`config.mk`:
```
export PLATFORM = sky130hd
export DESIGN_NAME = tag_verify
export DESIGN_NICKNAME = d
export VERILOG_FILES = /design/src/rtl/tag_verify_pkg.sv /design/src/rtl/tag_verify_chunk_cmp.sv /design/src/rtl/tag_verify.sv
export SDC_FILE = /design/constraint.sdc
export NUM_CORES = 1
export LEC_CHECK = 0
export BUFFER_PORTS_ARGS = -buffer_cell sky130_fd_sc_hd__buf_2
export CAP_MARGIN = 0
export CORE_ASPECT_RATIO = 1.1
export CORE_MARGIN = 4
export CORE_UTILIZATION = 48
export DETAILED_ROUTE_END_ITERATION = 12
export PLACE_DENSITY = 0.81
export RECOVER_POWER = 25
export SYNTH_ARGS = -nofsm -noshare
export SYNTH_HDL_FRONTEND = slang
export SYNTH_SLANG_ARGS = --single-unit
```
`constraint.sdc`:
```
create_clock -name clk -period 10.9 [get_ports clk]
set_input_delay 0.545 -clock clk [delete_from_list [all_inputs] [get_ports clk]]
set_output_delay 0.545 -clock clk [all_outputs]
set_load 0.005 [all_outputs]
```
`src/rtl/tag_verify_pkg.sv`:
```
// Shared state encoding and tag/chunk geometry for the tag verifier.
package tag_verify_pkg;

   localparam int TAG_W      = 128;
   localparam int CW_DEFAULT = 32;

   typedef enum logic [2:0] {
      ST_IDLE,
      ST_WAIT,
      ST_COMPARE,
      ST_RELEASE,
      ST_FAIL
   } state_t;

   function automatic int chunks_for(input int cw);
      return TAG_W / cw;
   endfunction

   localparam int CHUNKS = chunks_for(CW_DEFAULT);

endpackage

```
`src/rtl/tag_verify_chunk_cmp.sv`:
```
// One CW-bit slice of the tag XOR, OR-folded into the running difference.
module tag_chunk_cmp
   import tag_verify_pkg::*;
#(
   parameter int CW   = CW_DEFAULT,
   parameter int NCH  = CHUNKS,
   parameter int IDXW = 2
) (
   input  logic [TAG_W-1:0] tag_i,
   input  logic [TAG_W-1:0] exp_i,
   input  logic [IDXW-1:0]  idx_i,
   input  logic [CW-1:0]    diff_i,
   output logic [CW-1:0]    diff_o
);

   logic [CW-1:0] xor_chunk [NCH];

   for (genvar g = 0; g < NCH; g++) begin : g_chunk
      assign xor_chunk[g] = tag_i[g*CW +: CW] ^ exp_i[g*CW +: CW];
   end

   assign diff_o = diff_i | xor_chunk[idx_i];

endmodule

```
`src/rtl/tag_verify.sv`:
```
// Holds decrypted plaintext until its tag is checked in constant time; releases it or signals failure/timeout.
module tag_verify
   import tag_verify_pkg::*;
#(
   parameter int y       = 40,
   parameter int CW      = CW_DEFAULT,
   parameter int TIMEOUT = 255
) (
   input  logic             clk,
   input  logic             rst,
   input  logic             start,
   input  logic [TAG_W-1:0] expected_tag,
   input  logic             decryption_ready,
   input  logic [y-1:0]     plain_text,
   input  logic [TAG_W-1:0] tag,
   input  logic             out_ready,
   output logic [y-1:0]     pt_out,
   output logic             pt_valid,
   output logic             auth_fail,
   output logic             timeout,
   output logic             busy
);

   localparam int             NCH      = chunks_for(CW);
   localparam int             IDXW     = (NCH > 1) ? $clog2(NCH) : 1;
   localparam logic [IDXW-1:0] LAST_IDX = IDXW'(NCH - 1);
   localparam logic [15:0]    TO_CNT   = 16'(TIMEOUT);

   state_t           state_q, state_d;
   logic [15:0]      cnt_q, cnt_d;
   logic [TAG_W-1:0] exp_q, exp_d;
   logic [TAG_W-1:0] tag_q, tag_d;
   logic [y-1:0]     pt_q, pt_d;
   logic [CW-1:0]    diff_q, diff_d;
   logic [IDXW-1:0]  idx_q, idx_d;
   logic [CW-1:0]    diff_nxt;

   tag_chunk_cmp #(
      .CW   (CW),
      .NCH  (NCH),
      .IDXW (IDXW)
   ) u_cmp (
      .tag_i  (tag_q),
      .exp_i  (exp_q),
      .idx_i  (idx_q),
      .diff_i (diff_q),
      .diff_o (diff_nxt)
   );

   always_ff @(posedge clk or posedge rst) begin
      if (rst) begin
         state_q <= ST_IDLE;
         cnt_q   <= '0;
         exp_q   <= '0;
         tag_q   <= '0;
         pt_q    <= '0;
         diff_q  <= '0;
         idx_q   <= '0;
      end else begin
         state_q <= state_d;
         cnt_q   <= cnt_d;
         exp_q   <= exp_d;
         tag_q   <= tag_d;
         pt_q    <= pt_d;
         diff_q  <= diff_d;
         idx_q   <= idx_d;
      end
   end

   always_comb begin
      state_d = state_q;
      cnt_d   = cnt_q;
      exp_d   = exp_q;
      tag_d   = tag_q;
      pt_d    = pt_q;
      diff_d  = diff_q;
      idx_d   = idx_q;
      unique case (state_q)
         ST_IDLE: begin
            if (start) begin
               exp_d   = expected_tag;
               cnt_d   = '0;
               state_d = ST_WAIT;
            end
         end
         ST_WAIT: begin
            if (decryption_ready) begin
               pt_d    = plain_text;
               tag_d   = tag;
               diff_d  = '0;
               idx_d   = '0;
               state_d = ST_COMPARE;
            end else if (cnt_q == TO_CNT) begin
               state_d = ST_IDLE;
            end else begin
               cnt_d = cnt_q + 16'd1;
            end
         end
         ST_COMPARE: begin
            // Every chunk is visited regardless of earlier differences.
            diff_d = diff_nxt;
            idx_d  = idx_q + IDXW'(1);
            if (idx_q == LAST_IDX) begin
               if (diff_nxt != '0) begin
                  pt_d    = '0;
                  tag_d   = '0;
                  state_d = ST_FAIL;
               end else begin
                  state_d = ST_RELEASE;
               end
            end
         end
         ST_RELEASE: begin
            if (out_ready) state_d = ST_IDLE;
         end
         ST_FAIL: state_d = ST_IDLE;
         default: state_d = ST_IDLE;
      endcase
   end

   assign busy      = (state_q != ST_IDLE);
   assign pt_valid  = (state_q == ST_RELEASE);
   assign pt_out    = pt_valid ? pt_q : '0;
   assign auth_fail = (state_q == ST_FAIL);
   assign timeout   = (state_q == ST_WAIT) && !decryption_ready && (cnt_q == TO_CNT);

endmodule
```
## Word level (Yosys, flattened, before mapping)

Cells that the tools add are included.

| storage, ports and cells | value |
|---|---|
| flip-flop bits (word level) | 349 |
| input bits | 301 |
| output and inout bits | 44 |
| word-level logic and storage cells | 70 |

| cells by class | value |
|---|---|
| add/subtract/negate cells | 2 |
| magnitude comparators | 1 |
| equal/unequal tests | 14 |
| muxes and demuxes | 27 |
| bitwise logic cells | 6 |
| reduce and logical (&&, ||, !) cells | 13 |

Operators by type and width:

| kind | count |
|---|---|
| $mux W128 | 3 |
| $pmux W128 S2 | 1 |
| $mux W40 | 4 |
| $xor A32 B32 Y32 | 4 |
| $mux W32 | 3 |
| $pmux W40 S2 | 1 |
| $bmux W32 S2 | 1 |
| $pmux W32 S2 | 1 |
| $mux W16 | 3 |
| $or A32 B32 Y32 | 1 |
| $pmux W16 S2 | 1 |
| $reduce_bool A32 Y1 | 1 |
| $mux W3 | 6 |
| $add A16 B1 Y16 const B | 1 |
| $eq A16 B8 Y1 const B | 1 |
| $ne A2 B2 Y1 const B | 7 |
| $pmux W3 S4 | 1 |
| $reduce_and A4 Y1 | 3 |
| $eq A3 B2 Y1 const B | 2 |
| $pmux W2 S2 | 1 |
| $reduce_and A2 Y1 | 2 |
| $reduce_bool A2 Y1 | 2 |
| $eq A3 B1 Y1 const B | 1 |
| $eq A3 B3 Y1 const B | 1 |
| other kinds (10) | 11 |

## Longest topological paths before layout

| logic depth | value |
|---|---|
| depth in word-level cells | 9 |
| gate-level depth with buffers | 11 |
| mapped depth without buffers | 7 |

## Cells and area by module

From an unflattened synthesis, not the netlist that was laid out.

| second synthesis, totals | value |
|---|---|
| cells, all modules | 1715 |
| area, all modules | 17867.1 sq um |

Modules (own cells, without submodules):

| module | instances | cells each | area each (sq um) | seq. area each (sq um) |
|---|---|---|---|---|
| tag_verify | 1 | 1474 | 15786.4 | 8733.4 |
| tag_chunk_cmp | 1 | 241 | 2080.7 | 0.0 |

## Worst setup path before layout

Ideal clock, no wire load.

| path | value |
|---|---|
| path kind | register to register |
| start point | register idx_q[0] |
| end point | register pt_q[39] |
| library setup time | 0.087 ns |
| data arrival time | 2.671 ns |
| required time | 10.813 ns |
| setup slack | 8.142 ns |
| stages on the path, launching flop included | 12 |
| path buffers | 5 |
| period minus slack after synthesis | 2.758 ns |
| cell sequence | dfrtp_1 > buf_6 > or2_1 > buf_2 > o22ai_1 > nor2_1 > or4_1 > or4_1 > buf_2 > buf_6 > buf_6 > a211oi_2 |

| on the way | value |
|---|---|
| cells in the longest elaborated chain, start to end | 8 |
| elaborated cells on any way between the ends | 10 |
| classes of those cells | eq/ne (3); mux (3); bitwise (2); reduce/logical (2) |

Ends and longest elaborated chain:

| element | RTL line | source |
|---|---|---|
| from (decl) | tag_verify.sv:35 | `logic [IDXW-1:0] idx_q, idx_d;` |
| from (signal assigned) | tag_verify.sv:66 | `idx_q <= idx_d;` |
| $not A2 Y3 (implied by the code) | tag_verify_chunk_cmp.sv:22 | `assign diff_o = diff_i \| xor_chunk[idx_i];` |
| $bmux W32 S2 | tag_verify_chunk_cmp.sv:22 |  |
| $mux W32 (implied by the code) (2 in a row) | tag_verify_chunk_cmp.sv:22 |  |
| $or A32 B32 Y32 | tag_verify_chunk_cmp.sv:22 |  |
| $reduce_bool A32 Y1 | tag_verify.sv:104 | `if (diff_nxt != '0) begin` |
| $ne A2 B2 Y1 (no source line) | - |  |
| $reduce_and A4 Y1 (no source line) (*) | - |  |
| to (signal assigned) | tag_verify.sv:64 | `pt_q <= pt_d;` |
| to (decl) | tag_verify.sv:33 | `logic [y-1:0] pt_q, pt_d;` |

Every way passes the cells marked *; elsewhere a longest branch is shown, timed or not. The select of a mux whose other input is x is not followed.
A chain may end at the register's enable or synchronous reset.

==> out/metrics.cfg <==
[clock_network]
numCtsBuffers = 37
clock_path_buffers = 3
cts_setup_buffers = 0
cts_tree = built
htree_num_levels = 2
root_buffer = clkbuf_16
cts.clk_slew.worst_paths_ns = 0.06
clk_latency_ns = 0.53
numClockSinks = 349
ctsHoldBuffers = 0
ctsResizeCount = 0

[synthesis]
post-synth-top-count-cell = nand2_1
syn-cell-area_um2 = 17510
seq_area_frac_synth = 0.4987
synth_cells = 1650
ys_ff_latch = 349
synth_common_cells = nand2_1 (401), dfrtp_1 (349), mux2i_1 (182)
synth_cell_types = 50
yosysWarningCount = 0
yosysTopAreaCellShare = 0.4987
synth_area_leader_cell = dfrtp_1
synth-edff-count = 0
synth_area_per_cell_um2 = 10.61
synth_nets = 1953
ys_async_sr_fraction = 1.000
synth-main-ff-cell = dfrtp_1
synth_area_leaders = dfrtp_1 (50%), mux2i_1 (10%), nand2_1 (8.6%)

[global_routing]
grt_pass1_vias = 13952
grt_pass1_wl_um = 79470
antenna_found_initial = 2
grt_max_degree = 161
overflow = 0
grt_usage = 0.2531

[routing]
drtIter0Drc = 1066
dr.pass1.iters = 5
ant_nets = 0
num_vias = 13744
wirelength_um = 51640
wl_per_cell_um = 21.20
routed_via_density = 5.642
drc_errors = 0

[cells_and_area]
nets = 2223
drive_gt1_frac = 0.2806
areaGrowthSynthToFinish_pct = 18.43
fillers = 3054
fin_area_um2 = 20740

[power]
p_sw_uw = 2429
p_int_uw = 3811
p_sw_frac = 0.3892
clock_power_share = 0.220
vdd_drop_max_v = 0.0001474
combPwrFrac = 0.404
power_density_nw_per_um2 = 300.9
leakage_uw = 0.009762
seqPwrFrac = 0.376

[worst_setup_path]
cp_slowest_stage_delay_ns = 3.13
path_common_cell = buf_4
crit_path_cell_trace = buf_2 -> clkinvlp_2 -> buf_4 -> buf_4
required_ns = 11.40
end_kind = async pin
worstPathMaxFanout = 132
crit_type = primary input to async pin
startpoint_type = primary input
cp.arrival_ns = 5.95
cp_slowest_cell = clkinvlp_2

[die]
io_pins = 345
chipHeight_um = 208.3
dieArea_um2 = 39600
die_w_um = 190.1
fp-row-count = 73
start_util = 0.4853
core_region_area_um2 = 36080

[sta]
skew_ns = 0.01622
report.final.slew_viol_count = 133
worst_slack_ns = 5.444
tns_ns = 0
fin_hold_ws_ns = 0.2003
setup_viol = 0
rsz0062_at_grt = no
finalHoldViolCount = 0
fmax_mhz = 183.3
tightest_slew_ns = 5.864
finalCritPeriodShare = 0.5006
min_period_ns = 5.456
slew_headroom = -2.909

[place]
dpl-instance-area_um2 = 19410
hpwl_um = 35280
place_ws_ns = 7.043
port_buffers = 344
place_congestion = 0.8907

[run]
drv_cap = 1

[worst_hold_path]
hp-class = primary input to flop

[run_status]
violations = capacitance limit, slew limit
outcome = finished with violations

layout make-up:
type	count	area, um2	area share
Clock buffer	56	1130	0.05448
Sequential cell	349	8733	0.4211
Multi-Input combinational cell	1165	8180	0.3945
Inverter	9	37.54	0.001810
Timing Repair Buffer	358	1839	0.08869
Antenna cell	3	7.507	0.0003620
Tap cell	487	609.3	0.02938
Clock inverter	9	201.4	0.009713
power by group through the flow:
stage	Clock, uW	Sequential [uW]	Combinational (uW)
floorplan	0	2220	1780
global placement	0	2320	2420
detailed placement	0	2350	2480
CTS	1400	2340	2500
global route	1450	2410	2730
finish	1370	2350	2520
worst max-delay path, delay by kind of cell:
family | cells | cell delay (ns)
buf+inv | 4 | 5.19
flip-flops by register name, summed over array words and instances (netlist names):
| register | flops |
|---|---|
| diff_q | 32 |
| state_q | 3 |
| exp_q | 128 |
| idx_q | 2 |
| pt_q | 40 |
| cnt_q | 16 |
| tag_q | 128 |
path summary, 6_finish.rpt:
kind | from | slack [ns] | depth (start not counted) | to
hold / removal | expected_tag[22] | 0.20 | 3 | exp_q[22]
min in group asynchronous | rst | 1.78 | 2 | exp_q[122]
max in group clk | idx_q[0] | 7.00 | 7 | pt_q[31]
setup / recovery | rst | 5.44 | 4 | exp_q[70]
setup reg to reg | idx_q[0] | 7.00 | 7 | pt_q[31]
hold reg to reg | diff_q[20] | 0.50 | 1 | diff_q[20]
layer usage:
| metal | vias to the layer above | part of all wire | GRT usage |
|---|---|---|---|
| met1 | 6803 | 0.42 | 0.3581 |
| met5 | - | 0 | 0 |
| li1 | 6243 | - | - |
| met4 | 0 | 0.034 | 0.08408 |
| met3 | 95 | 0.070 | 0.03440 |
| met2 | 603 | 0.48 | 0.4057 |
per-stage QoR:
| stage | util | std cells | total power [uW] |
|---|---|---|---|
| after floorplan | - | 1650 | 4007 |
| after global placement | 0.5379 | 2368 | 4738 |
| after detailed placement | 0.5379 | 2368 | 4827 |
| after CTS | 0.5748 | 2433 | 6234 |
| after global routing | 0.5748 | 2436 | 6589 |
| final | 0.5748 | 2436 | 6239 |
cell families after synthesis:
logic type / Yosys count / share of synthesized area
AO/OA/AOI/OAI: 255 / 0.1325
XOR/XNOR: 137 / 0.06852
adder cells (fa/ha/maj): 2 / 0.001429
buffers and inverters: 136 / 0.03601
flip-flops: 349 / 0.4987
multiplexers: 200 / 0.1265
AND/OR/NAND/NOR: 571 / 0.1363
placed cells by master (no fill, tap or decap), drive strengths merged, types with 6 or more instances in the layout:
cell type	synthesis	final
a21oi	29	29
clkbuf	94	56
nand2	402	402
nor4	15	15
and2	43	43
mux2i	182	182
o21ai	9	9
inv	9	9
nor3	8	8
bufinv	0	6
a211oi	170	170
nand3	9	9
xnor2	56	56
a2111oi	10	10
dfrtp	349	349
buf	33	358
xor2	81	81
mux4	17	17
nor2	71	71
o22ai	19	19
No activity file was read; power rests on OpenSTA's default activity.
